===== src/rtl/pwm_multichannel.sv =====
// pwm_multichannel: NUM_CH-channel PWM generator behind a byte-wide write port.
// Each channel has its own 8-bit duty. All channels share one prescaler and one
// programmable period. Duty, period and prescale writes land in shadow registers.
// The shadows move into the active set at a period wrap or on a forced commit,
// so a period that is already running never changes shape.
//
// Ports:
//   clk          system clock
//   rst          asynchronous active-high reset
//   wr_en        single-cycle write strobe
//   wr_addr      7-bit register address
//   wr_data      8-bit write data
//   out          NUM_CH PWM outputs (registered)
//   period_start one-cycle pulse marking the start of a period (registered)
module pwm_multichannel #(
    parameter int unsigned NUM_CH    = 16,
    parameter logic [7:0]  RESET_TOP = 8'hFF
) (
    input  logic              clk,
    input  logic              rst,
    input  logic              wr_en,
    input  logic [6:0]        wr_addr,
    input  logic [7:0]        wr_data,
    output logic [NUM_CH-1:0] out,
    output logic              period_start
);

    localparam logic [6:0] ADDR_OUT_EN_LO = 7'h00;
    localparam logic [6:0] ADDR_PWM_EN_LO = 7'h08;
    localparam logic [6:0] ADDR_PRESCALE  = 7'h10;
    localparam logic [6:0] ADDR_TOP       = 7'h11;
    localparam logic [6:0] ADDR_CTRL      = 7'h12;

    // Enables (not shadowed)
    logic [NUM_CH-1:0] out_en;
    logic [NUM_CH-1:0] pwm_en;

    // Shadow and active timing/duty registers
    logic [7:0] prescale_sh;
    logic [7:0] top_sh;
    logic [7:0] prescale;
    logic [7:0] top;
    logic [7:0] duty_sh [NUM_CH];
    logic [7:0] duty    [NUM_CH];

    // Counters
    logic [7:0] pre_cnt;
    logic [7:0] cnt;

    // A forced commit delays its period_start pulse by one clock. The pulse then
    // lines up with the first output of the restarted period.
    logic force_pend;

    // Combinational decode and timing events
    logic       force_commit_c;
    logic       tick_c;
    logic       wrap_c;
    logic       commit_c;
    logic       duty_wr_c;
    logic [5:0] duty_ch_c;

    assign force_commit_c = wr_en && (wr_addr == ADDR_CTRL) && wr_data[0];
    assign tick_c         = (pre_cnt == prescale);
    assign wrap_c         = tick_c && (cnt == top);
    assign commit_c       = wrap_c || force_commit_c;
    assign duty_ch_c      = wr_addr[5:0];
    assign duty_wr_c      = wr_en && wr_addr[6] && (32'(duty_ch_c) < NUM_CH);

    // Enable bytes: byte k of each bank covers channels 8k+7..8k. Bits beyond
    // NUM_CH have no storage, so writes to them are dropped.
    always_ff @(posedge clk or posedge rst) begin
        if (rst) begin
            out_en <= '0;
            pwm_en <= '0;
        end else if (wr_en) begin
            for (int unsigned b = 0; b < NUM_CH; b++) begin
                if (wr_addr == ADDR_OUT_EN_LO + 7'(b / 8)) begin
                    out_en[b] <= wr_data[3'(b % 8)];
                end
                if (wr_addr == ADDR_PWM_EN_LO + 7'(b / 8)) begin
                    pwm_en[b] <= wr_data[3'(b % 8)];
                end
            end
        end
    end

    // Shadow period/prescale. A write that coincides with a wrap lands here only.
    // The commit in the same cycle takes the previous shadow value.
    always_ff @(posedge clk or posedge rst) begin
        if (rst) begin
            prescale_sh <= '0;
            top_sh      <= RESET_TOP;
        end else if (wr_en) begin
            if (wr_addr == ADDR_PRESCALE) begin
                prescale_sh <= wr_data;
            end
            if (wr_addr == ADDR_TOP) begin
                top_sh <= wr_data;
            end
        end
    end

    // Shadow duties, one per implemented channel
    always_ff @(posedge clk or posedge rst) begin
        if (rst) begin
            for (int unsigned ch = 0; ch < NUM_CH; ch++) begin
                duty_sh[ch] <= '0;
            end
        end else if (duty_wr_c) begin
            for (int unsigned ch = 0; ch < NUM_CH; ch++) begin
                if (duty_ch_c == 6'(ch)) begin
                    duty_sh[ch] <= wr_data;
                end
            end
        end
    end

    // Active set, loaded from the shadows on a wrap or a forced commit
    always_ff @(posedge clk or posedge rst) begin
        if (rst) begin
            prescale <= '0;
            top      <= RESET_TOP;
            for (int unsigned ch = 0; ch < NUM_CH; ch++) begin
                duty[ch] <= '0;
            end
        end else if (commit_c) begin
            prescale <= prescale_sh;
            top      <= top_sh;
            for (int unsigned ch = 0; ch < NUM_CH; ch++) begin
                duty[ch] <= duty_sh[ch];
            end
        end
    end

    // Prescaler and period counter; a forced commit restarts both
    always_ff @(posedge clk or posedge rst) begin
        if (rst) begin
            pre_cnt <= '0;
            cnt     <= '0;
        end else if (force_commit_c) begin
            pre_cnt <= '0;
            cnt     <= '0;
        end else if (tick_c) begin
            pre_cnt <= '0;
            cnt     <= wrap_c ? 8'd0 : cnt + 8'd1;
        end else begin
            pre_cnt <= pre_cnt + 8'd1;
        end
    end

    // Period-start pulse. A forced commit in the same cycle as a natural wrap
    // overrides the wrap, so only one pulse is produced.
    always_ff @(posedge clk or posedge rst) begin
        if (rst) begin
            force_pend   <= 1'b0;
            period_start <= 1'b0;
        end else begin
            force_pend   <= force_commit_c;
            period_start <= (wrap_c && !force_commit_c) || force_pend;
        end
    end

    // Channel outputs. duty==FF forces high. duty==0 and duty>top fall out of
    // the compare naturally, because cnt never exceeds top.
    always_ff @(posedge clk or posedge rst) begin
        if (rst) begin
            out <= '0;
        end else begin
            for (int unsigned ch = 0; ch < NUM_CH; ch++) begin
                out[ch] <= out_en[ch] &
                           (~pwm_en[ch] | (duty[ch] == 8'hFF) | (cnt < duty[ch]));
            end
        end
    end

endmodule


===== config.mk =====
export PLATFORM = sky130hd
export DESIGN_NAME = pwm_multichannel
export DESIGN_NICKNAME = d
export VERILOG_FILES = /design/src/rtl/pwm_multichannel.sv
export SDC_FILE = /design/constraint.sdc
export NUM_CORES = 1
export LEC_CHECK = 0
export CAP_MARGIN = 20
export CORE_MARGIN = 8
export CORE_UTILIZATION = 25
export DETAILED_ROUTE_END_ITERATION = 6
export GPL_ROUTABILITY_DRIVEN = 0
export SLEW_MARGIN = 20
export SYNTH_ARGS = -nofsm -noshare
export SYNTH_HDL_FRONTEND = slang
export SYNTH_SLANG_ARGS = --single-unit
export TNS_END_PERCENT = 1

===== constraint.sdc =====
create_clock -name clk -period 37.3 [get_ports clk]
set_input_delay 7.46 -clock clk [delete_from_list [all_inputs] [get_ports clk]]
set_output_delay 7.46 -clock clk [all_outputs]
set_load 0.005 [all_outputs]

* Word-level counts from Yosys, hierarchy flattened
Index checks and enable logic that the tools add are counted.
** Storage, ports and cells
- Bits in registers :: 354
- Latch bits :: 0
- Logic and storage cells :: 206
- RAM bits :: 0
- Bits of input ports :: 18
- Output and inout bits :: 17
- ROM bits :: 0
- Memories kept :: 0
** Operators by class
- Bitwise gates (word level) :: 64
- Muxes and demuxes :: 5
- Magnitude comparators :: 17
- Reductions and logical operators :: 34
- Divide/modulo/power cells :: 0
- Shift operators :: 0
- Multipliers :: 0
- Equality and inequality tests :: 39
- $add $sub $neg :: 2
** Operators by type and width (number)
- $eq 8x8->1 const B :: 16
- $lt 8x8->1 :: 16
- $eq 6x4->1 const B :: 8
- $reduce_and 2->1 :: 22
- $mux 8 :: 5
- $or 1x1->1 :: 32
- $eq 6x3->1 const B :: 4
- $eq 7x5->1 const B :: 3
- $add 8x1->8 const B :: 2
- $and 1x1->1 :: 16
- $eq 8x8->1 :: 2
- $not 1->1 :: 16
- $eq 7x4->1 const B :: 2
- $eq 6x2->1 const B :: 2
- $eq 7x1->1 const B :: 1
- $logic_not 7->1 :: 1
- $eq 6x1->1 const B :: 1
- $logic_and 1x1->1 :: 6
- $logic_not 6->1 :: 1
- $lt 6x5->1 const B :: 1
- $logic_or 1x1->1 :: 2
- $reduce_bool 2->1 :: 1
- $logic_not 1->1 :: 1

* Depth between registers and ports, before layout
Gate-level depths: netlist of run 1.
- Word-level depth :: 6
- Depth in mapped cells :: 9
- Depth with buffers taken out :: 7

* Least setup slack after synthesis of run 1
OpenSTA, ideal clock, no wires.
- Path type :: input port to flip-flop
- Start :: input port wr_addr[1]
- End :: register duty[0] (netlist bit)
- Setup time :: 0.125 ns
- Required time :: 37.175 ns
- Stages on the path :: 9
- Data arrival time :: 8.925 ns
- Path buffers :: 4
- Path slack :: 28.250 ns
- Cells stage by stage :: buf_2 > nor2b_1 > clkbuf_1 > nand3_2 > inv_2 > a21oi_2 > buf_6 > buf_6 > mux2_4
** On the way
- Word-level cells in the longest chain between the ends :: 4
** Ends and longest elaborated chain
- start, declared :: line 22 : input logic [6:0] wr_addr,
- $eq 7x5->1 :: line 62 : assign force_commit_c = wr_en && (wr_addr == ADDR_CTRL) && wr_data[0];
- $logic_and 1x1->1 (2 in a row) :: line 62
- net force_commit_c :: line 55 : logic force_commit_c;
- $logic_or 1x1->1 :: line 65 : assign commit_c = wrap_c || force_commit_c;
- end signal, assigned by index :: line 130 : duty[ch] <= duty_sh[ch];
- end, declared :: line 44 : logic [7:0] duty [NUM_CH];
The timed path passes the listed nets, and every way through them passes these cells.
A chain may end at the register's enable or synchronous reset.

* Worst setup path after layout of run 1
- Start :: input port wr_addr[1]
- End :: register duty[53] (netlist bit)
Same word-level chain as after synthesis.

==> flow_metrics.tcl, run 1 <==
set metrics [dict create \
    portBuffers 34 \
    fin_cells 2233 \
    coreArea_um2 67000 \
    crit_path_top_delay_cell "buf_4" \
    chipHeight_um 276 \
    final_hold_viol_count 0 \
    grt_setup_unrepaired "no" \
    grt_pass1_wl_um 63600 \
    yosys.area.top_type "dfrtp_1" \
    synth_top_family_by_area "multiplexers" \
    worst_pin_slew_ns 0.863 \
    yosysWarnings 0 \
    critPathTopFamily "buffers and inverters" \
    clockBufferDepth 3 \
    areaGrowthSynthToFinish_pct 15.4 \
    muxShareOfSynthArea_pct 22.7 \
    leakage_nw 9.17 \
    gr-total-overflow 0 \
    grt_pass1_vias 10971 \
    post_drt_wl_per_cell_um 17.8 \
    cts_num_sinks 354 \
    synth-xor-area-share_pct 1.14 \
    layout.nets 1462 \
    worstPathCellList "clkdlybuf4s50_1, nor2b_1, nand3_2, inv_2, a21oi_4, buf_4, buf_4, mux2_2" \
    cts.htree.levels 2 \
    ir_drop_mv 0.0410 \
    ant_nets 0 \
    synth-main-ff-cell "dfrtp_1" \
    tritoncts "yes" \
    post-route-min-period_ns 10.06 \
    antenna_found_initial 2 \
    synth_area_um2 16900 \
    finalSetupViolations 0 \
    synth_top_area_share_pct 50.1 \
    insertion_delay_ns 0.56 \
    dieArea_um2 76200 \
    synth_most_common_cell "dfrtp_1" \
    routed_wirelength_um 39700 \
    synth-compound-area-share_pct 5.98 \
    grt_util_all_layers_pct 10.7 \
    timing.fmax_ghz 0.0994 \
    cts_buffers 39 \
    syn_inst 1275 \
    clk_pin_slew_ns 0.06 \
    synth_edf_count 0 \
    holdBufCountCts 0 \
    ctsResizeCount 0 \
    cp_common_cell "buf_4" \
    final_area_um2 19500 \
    slowest_delay_ns 0.76 \
    yosys.cell_types.count 42 \
    dp_cells 2162 \
    start_kind "input pin" \
    final.setup.tns_ns 0 \
    final.period_utilization_pct 27.0 \
    fin_skew_ns 0.0208 \
    placed_cell_area_um2 18300 \
    synth_area_leaders "dfrtp_1 50%, mux2_2 17%, ha_1 8.4%, mux2_4 5.3%, inv_1 2.6%" \
    power_density_nw_per_um2 62.9 \
    post_cts_buffers 0 \
    path_class "input pin to flop" \
    fillerInstances 6840 \
    dieWidth_um 276 \
    synth_simple_gate_area_share_pct 5.27 \
    seq_area_frac_synth_pct 52.6 \
    worst_hold_slack_ns 0.486 \
    cp.arrival_ns 10.49 \
    start_util_pct 25.2 \
    status "finished clean" \
    netlist_top_cells_count "338 x dfrtp_1, 261 x mux2_2, 116 x inv_1, 114 x ha_1, 60 x mux2_4" \
    diodes 0 \
    report.final.slew_viol_count 0 \
    num_vias 10066 \
    yosys.area_share.adder_pct 8.44 \
    synth_seq_cells 354 \
    synthArstFlopShare_pct 100 \
    cts-root-buf "clkbuf_16" \
    critPathBufInv 4 \
    fin_util_pct 29.1 \
    drc 0 \
    hp-class "flop to flop" \
    drive_gt1_share_pct 31.5 \
    crit_required_ns 37.74 \
    crit_fanout 52 \
    relSlewSlack_pct 42.3 \
    cp-end-kind "flop" \
    first_pass_iters 5 \
    dp_hpwl_um 24500 \
    syn-num-nets 1407 \
    maxCapViolCount 0 \
    drtIter0Drc 508 \
    routed_via_density 4.51 \
    num_rows 95 \
    ios 35 \
    syn_area_per_cell_um2 13.3 \
    grt_max_degree 111 \
]
-- metrics by stage --
| stage | setup WS (ns) | power (mW) |
|---|---|---|
| 5_1_grt | 27.09 | 1.31 |
| 3_5_place_dp | 26.70 | 0.867 |
| 4_1_cts | 27.30 | 1.24 |
| 2_1_floorplan | 20.05 | 0.761 |
| 6_report | 27.24 | 1.23 |
| 3_3_place_gp | 26.81 | 0.843 |
-- cell usage in the layout, fill, tap and decap left out, types with 3 or more instances in the layout --
cell / Yosys / final
a211oi_1: 16 / 16
a21o_1: 48 / 48
a21oi_1: 20 / 20
a2bb2oi_1: 5 / 5
and3_1: 5 / 5
buf_4: 0 / 17
buf_6: 7 / 3
clkbuf_1: 22 / 12
clkbuf_16: 0 / 39
clkbuf_8: 0 / 10
clkdlybuf4s50_1: 0 / 32
clkinv_2: 0 / 6
dfrtp_1: 338 / 338
dfstp_2: 16 / 16
ha_1: 114 / 114
inv_1: 116 / 115
inv_6: 0 / 3
mux2_2: 261 / 261
mux2_4: 60 / 60
nand2_1: 27 / 27
nand2b_1: 16 / 16
nand3_1: 11 / 11
nand4_1: 50 / 50
nor2_1: 31 / 31
nor3_1: 4 / 4
o21a_1: 16 / 16
o21ai_0: 17 / 17
o31a_1: 16 / 16
or3_1: 5 / 5
xnor2_1: 9 / 9
xor2_1: 13 / 13
-- cell type report --
type	count	area, µm²	share of cell area, %
clock buffers	61	1160	5.94
clock inverters	10	63.8	0.327
inverters	117	447	2.29
multi-input cells	764	7370	37.8
flip-flops and latches	354	8880	45.5
well taps	873	1090	5.60
repair buffers	54	492	2.52
-- cells by family after synthesis --
family / Yosys count
flip-flops: 354
multiplexers: 321
AND/OR/NAND/NOR: 164
buffers and inverters: 157
AO/OA/AOI/OAI: 143
adder cells (fa/ha/maj): 114
XOR/XNOR: 22
-- report_power, final --
part	leakage [nW]	internal (mW)	total, mW	switching, mW
Sequential	4.77	0.463	0.520	0.0571
Combinational	3.80	0.171	0.338	0.167
Clock	0.604	0.214	0.368	0.155
Total	9.17	0.847	1.23	0.379
-- per-layer routing --
| layer | wire [µm] | vias to the layer above | track usage (%) |
|---|---|---|---|
| li1 | - | 4648 | - |
| met1 | 18800 | 5219 | 14.1 |
| met2 | 18800 | 134 | 17.9 |
| met3 | 1070 | 65 | 1.68 |
| met4 | 1040 | 0 | 3.59 |
| met5 | 0 | - | 0 |
-- state kept, by name, indices dropped and copies added (netlist names) --
signal and count:
duty_sh 128, pwm_en 16, period_start 1, out_en 16, out 16, top_sh 8, cnt 8, top 8
force_pend 1, prescale 8, duty 128, pre_cnt 8, prescale_sh 8
-- path summary, 6_finish.rpt --
path | from | endpoint | slack, ns | cells after the start
setup / recovery | wr_addr[1] | duty[53]$_DFFE_PP0P_ | 27.24 | 8
hold / removal | out_en[6]$_DFFE_PP0P_ | out[6]$_DFF_PP0_ | 0.49 | 1
setup reg to reg | cnt[7]$_DFFE_PP0P_ | duty[53]$_DFFE_PP0P_ | 34.11 | 8
hold reg to reg | out_en[6]$_DFFE_PP0P_ | out[6]$_DFF_PP0_ | 0.49 | 1
max in group asynchronous | rst | duty[75]$_DFFE_PP0P_ | 28.57 | 3
min in group asynchronous | rst | out[0]$_DFF_PP0_ | 7.47 | 2
No activity file was read; power rests on OpenSTA's default activity.
==> run 2: changes to the inputs <==
==> constraint.sdc (replaced) <==
create_clock -name clk -period 8.6 [get_ports clk]
set_input_delay 1.72 -clock clk [delete_from_list [all_inputs] [get_ports clk]]
set_output_delay 1.72 -clock clk [all_outputs]
set_load 0.005 [all_outputs]
==> run 2 against run 1 <==
Wire length fell by 3.6%. Sequential power grew to 4.4 times the previous value. Clock skew grew 0.0070 ns. Setup slack got worse by 23 ns. Clock power increased to 4.4 times the previous value. Global-route usage down 0.42 points. Core utilization did not move. Cell area stayed put. Critical path type unchanged. Critical endpoint is now prescale[5]$_DFFE_PP0P_.
==> flow_metrics.tcl, run 2 (synthesized netlist as in run 1, its figures left out) <==
set metrics [dict create \
    status "finished clean" \
    cts_num_sinks 354 \
    insertion_delay_ns 0.54 \
    final_hold_viol_count 0 \
    tritoncts "yes" \
    final_area_um2 19500 \
    crit_path_start "wr_addr[1]" \
    grt_max_degree 194 \
    ant_nets 0 \
    num_rows 95 \
    met3_usage_pct 1.80 \
    worst_pin_slew_ns 0.985 \
    setup_slack_ns 4.13 \
    crit_fanout 56 \
    finalSetupViolations 0 \
    portBuffers 34 \
    diodes 0 \
    grt_pass1_vias 10521 \
    grt_setup_unrepaired "no" \
    grt_pass1_wl_um 61000 \
    ir_drop_mv 0.138 \
    reg.largest.list "duty x128, duty_sh x128" \
    clk_pin_slew_ns 0.06 \
    crit_required_ns 9.01 \
    ctsResizeCount 0 \
    clock_power_share_pct 30.5 \
    relSlewSlack_pct 34.2 \
    drtIter0Drc 429 \
    min-delay-start "out_en[2]$_DFFE_PP0P_" \
    cp.arrival_ns 4.88 \
    areaGrowthSynthToFinish_pct 15.4 \
    report.final.slew_viol_count 0 \
    final.period_utilization_pct 52.0 \
    start_kind "input pin" \
    holdBufCountCts 0 \
    placed_cell_area_um2 18200 \
    start_util_pct 25.2 \
    dp_hpwl_um 23200 \
    timing.fmax_ghz 0.224 \
    preCtsSetupSlack_ns 3.58 \
    maxCapViolCount 0 \
    leakage_nw 9.15 \
    pwr-share-seq_pct 42.8 \
    cp-end-kind "flop" \
    power_density_nw_per_um2 273 \
    chipHeight_um 276 \
    dieArea_um2 76200 \
    post_drt_wl_per_cell_um 17.2 \
    fillerInstances 6837 \
    power.switching_mw 1.60 \
    routed_via_density 4.47 \
    grt_util_all_layers_pct 10.3 \
    worst_hold_slack_ns 0.483 \
    layout.nets 1456 \
    cts-root-buf "clkbuf_16" \
    first_pass_iters 6 \
    antenna_found_initial 0 \
    gr-total-overflow 0 \
    swShare_pct 30.1 \
    hp-class "flop to flop" \
    grt_use_met2_pct 17.1 \
    final.setup.tns_ns 0 \
    ff2ff_setup_slack_ns 5.04 \
    grt_busiest_layer "met2" \
    pwr-share-comb_pct 26.8 \
    coreArea_um2 67000 \
    ios 35 \
    fin_skew_ns 0.0278 \
    internal-power_mw 3.71 \
    drc 0 \
    worstReg2RegStart "cnt[4]$_DFFE_PP0P_" \
    mostFrequentLayoutCells "336 x dfrtp_1, 261 x mux2_2, 115 x inv_1" \
    mostFrequentLayoutCell "dfrtp_1" \
    path_class "input pin to flop" \
    drive_gt1_share_pct 31.7 \
    dieWidth_um 276 \
    num_vias 9922 \
    post_cts_buffers 0 \
    post-route-min-period_ns 4.47 \
    routed_wirelength_um 38300 \
    cts_buffers 38 \
    cts.htree.levels 2 \
    clockBufferDepth 3 \
    met1_usage_pct 13.7 \
]
run 2: cell count changes in the layout (fill, tap and decap cells not counted), moves of 3 or more:
cell / delta
buf_6: -3
clkbuf_1: -5
clkinvlp_4: +3
buf_4: -5
run 2: power groups by stage:
stage               Sequential, mW  Clock, mW  Combinational (mW)
finish                        2.27       1.62                1.42
global route                  2.32       1.73                1.62
CTS                           2.28       1.67                1.44
detailed placement            2.31          0                1.43
global placement              2.29          0                1.35
floorplan                     2.24          0                1.06
run 2: final timing paths:
check,endpoint,cells after the start
min reg2reg,out[2]$_DFF_PP0_,1
max reg2reg,prescale[5]$_DFFE_PP0P_,6
min,out[2]$_DFF_PP0_,1
min in group asynchronous,out[0]$_DFF_PP0_,3
max,prescale[5]$_DFFE_PP0P_,7
max in group asynchronous,duty[65]$_DFFE_PP0P_,5
run 2: layout make-up:
cell class / count / area [µm²] / area share, %
Clock buffer: 55 / 1130 / 5.77
Clock inverter: 10 / 111 / 0.571
Inverter: 117 / 443 / 2.27
Multi-Input combinational cell: 764 / 7370 / 37.8
Sequential cell: 354 / 8880 / 45.5
Tap cell: 873 / 1090 / 5.60
Timing Repair Buffer: 49 / 478 / 2.45
run 2: through the flow:
step | instances | total power [mW] | util [%]
2_1_floorplan | 1275 | 3.30 | -
4_1_cts | 2221 | 5.39 | 29.0
3_5_place_dp | 2156 | 3.73 | 27.2
6_report | 2222 | 5.32 | 29.1
3_3_place_gp | 2156 | 3.64 | 27.2
5_1_grt | 2222 | 5.68 | 29.1
run 2: routing by layer:
metal	share of wire, %	wire, µm
met4	2.5	964
met2	46	17600
met1	48	18300
met5	0	0
met3	3.6	1370
run 2: worst max-delay path, stage by stage:
cell and delay [ns]:
clkdlybuf4s50_1 0.51, nor2b_1 0.24, nand3_2 0.18, inv_2 0.13
a21oi_4 0.76, buf_4 0.89, mux2_2 0.41
==> run 3: changes to the inputs <==
==> constraint.sdc (replaced) <==
create_clock -name clk -period 3.8 [get_ports clk]
set_input_delay 0.76 -clock clk [delete_from_list [all_inputs] [get_ports clk]]
set_output_delay 0.76 -clock clk [all_outputs]
set_load 0.005 [all_outputs]
==> run 3 against run 2 <==
Sequential share of layout area fell by 0.24 points. Count of clock-buffer cells in the layout up 4. Core utilization increased by 0.15 points. Sequential power rose by 130%. Register-to-register slack worse by 3.7 ns. First-iteration DRC count is 24% higher. Critical path type unchanged. Largest power group unchanged.
==> flow_metrics.tcl, run 3 (synthesized netlist as in run 1, its figures left out) <==
set metrics [dict create \
    status "finished clean" \
    fin_skew_ns 0.0184 \
    whs_path_depth 1 \
    antenna_found_initial 2 \
    layout.nets 1461 \
    gr-total-overflow 0 \
    min-delay-start "out_en[2]$_DFFE_PP0P_" \
    drtIter0Drc 533 \
    num_rows 95 \
    hold_end "out[2]$_DFF_PP0_" \
    areaGrowthSynthToFinish_pct 16.0 \
    grt_util_all_layers_pct 10.6 \
    grt_max_degree 133 \
    grt_pass1_vias 10768 \
    dp_hpwl_um 24300 \
    fin_cells 2233 \
    preCtsSetupSlack_ns 0.447 \
    internal-power_mw 8.48 \
    clockBufferDepth 3 \
    pwr-share-comb_pct 26.8 \
    worstPathCellList "clkdlybuf4s50_1, nor2b_1, nand3_2, inv_2, a21oi_4, buf_12, mux2_4" \
    pwr-share-seq_pct 42.4 \
    timing.fmax_ghz 0.360 \
    worst_pin_slew_ns 0.799 \
    portBuffers 34 \
    routed_wirelength_um 39300 \
    mostFrequentLayoutCell "dfrtp_1" \
    cts_buffers 37 \
    crit_required_ns 4.20 \
    num_vias 10062 \
    power_mw 12.1 \
    grt_pass1_wl_um 62900 \
    start_util_pct 25.2 \
    drc 0 \
    post_drt_wl_per_cell_um 17.6 \
    cts_num_sinks 354 \
    crit_path_top_delay_cell "clkdlybuf4s50_1" \
    path_class "input pin to flop" \
    dieWidth_um 276 \
    cts-root-buf "clkbuf_16" \
    ff2ff_setup_slack_ns 1.35 \
    grt_setup_unrepaired "no" \
    coreArea_um2 67000 \
    ctsResizeCount 0 \
    dp_cells 2163 \
    setup_slack_ns 1.02 \
    cp-end-kind "flop" \
    report.final.slew_viol_count 0 \
    finalSetupViolations 0 \
    final.setup.tns_ns 0 \
    mostFrequentLayoutCells "338 x dfrtp_1, 261 x mux2_2, 115 x inv_1" \
    maxCapViolCount 0 \
    hp-class "flop to flop" \
    fillerInstances 6827 \
    post-route-min-period_ns 2.78 \
    slowest_delay_ns 0.65 \
    ant_nets 0 \
    chipHeight_um 276 \
    worst_hold_slack_ns 0.492 \
    clock_power_share_pct 30.8 \
    cts.htree.levels 2 \
    power.switching_mw 3.64 \
    routed_via_density 4.51 \
    leakage_nw 9.21 \
    insertion_delay_ns 0.53 \
    final_hold_viol_count 0 \
    crit_fanout 72 \
    ir_drop_mv 0.440 \
    reg.largest.list "duty x128, duty_sh x128" \
    relSlewSlack_pct 46.8 \
    cp.arrival_ns 3.18 \
    final.period_utilization_pct 73.2 \
    power_density_nw_per_um2 618 \
    ff2ff_path_depth 6 \
    tritoncts "yes" \
    clk_pin_slew_ns 0.06 \
    worstReg2RegStart "cnt[1]$_DFFE_PP0P_" \
    r2r-end "duty[34]$_DFFE_PP0P_" \
    ios 35 \
    first_pass_iters 4 \
    start_kind "input pin" \
    dieArea_um2 76200 \
    swShare_pct 30.0 \
    drive_gt1_share_pct 31.6 \
    holdBufCountCts 0 \
    post_cts_buffers 0 \
]
## run 3: area by class of cell
| type | instances | area [µm²] | share of cell area, % |
|---|---|---|---|
| flip-flops and latches | 354 | 8880 | 45.3 |
| repair buffers | 55 | 546 | 2.78 |
| clock buffers | 59 | 1140 | 5.82 |
| well taps | 873 | 1090 | 5.57 |
| multi-input cells | 764 | 7370 | 37.6 |
| inverters | 117 | 443 | 2.26 |
| clock inverters | 9 | 124 | 0.632 |
| diodes | 2 | 5.00 | 0.0255 |
## run 3: stage by stage
stage,util [%],area (µm²)
3_3_place_gp,27.3,18300
6_report,29.2,19600
4_1_cts,29.2,19600
2_1_floorplan,-,16900
5_1_grt,29.2,19600
3_5_place_dp,27.3,18300
## run 3: how the worst max path moves through the flow
| stage | startpoint | end | slack [ns] | cells past startpoint |
|---|---|---|---|---|
| 6_report | wr_addr[1] | duty[34]$_DFFE_PP0P_ | 1.02 | 7 |
| 5_1_grt | wr_addr[1] | duty[37]$_DFFE_PP0P_ | 0.88 | 7 |
| 4_1_cts | wr_addr[1] | duty[34]$_DFFE_PP0P_ | 1.01 | 7 |
| 3_5_place_dp | wr_addr[1] | duty[34]$_DFFE_PP0P_ | 0.45 | 7 |
| 3_3_place_gp | wr_addr[1] | duty[55]$_DFFE_PP0P_ | 0.51 | 7 |
| 2_1_floorplan | rst | cnt[0]$_DFFE_PP0P_ | -1.69 | 1 |
## run 3: power by group through the flow
stage	clock network [mW]	logic (mW)	registers [mW]
2_1_floorplan	0	2.41	5.06
5_1_grt	3.98	3.73	5.25
3_5_place_dp	0	3.28	5.21
3_3_place_gp	0	3.09	5.18
4_1_cts	3.84	3.30	5.15
6_report	3.73	3.25	5.14
## run 3: metal layers
layer,track usage (%),vias to the layer above,routed length [µm]
met5,0,-,0
met4,2.83,0,935
met2,17.7,129,18600
met3,1.79,53,1510
met1,14.1,5226,18300
li1,-,4654,-
## run 3: worst max-delay path, delay by kind of cell
family                 cells  cell delay (ns)
muxes                      1             0.36
AOI/OAI and AO/OA          1             0.07
and+or+nand+nor            2             0.78
buffers and inverters      3             1.16
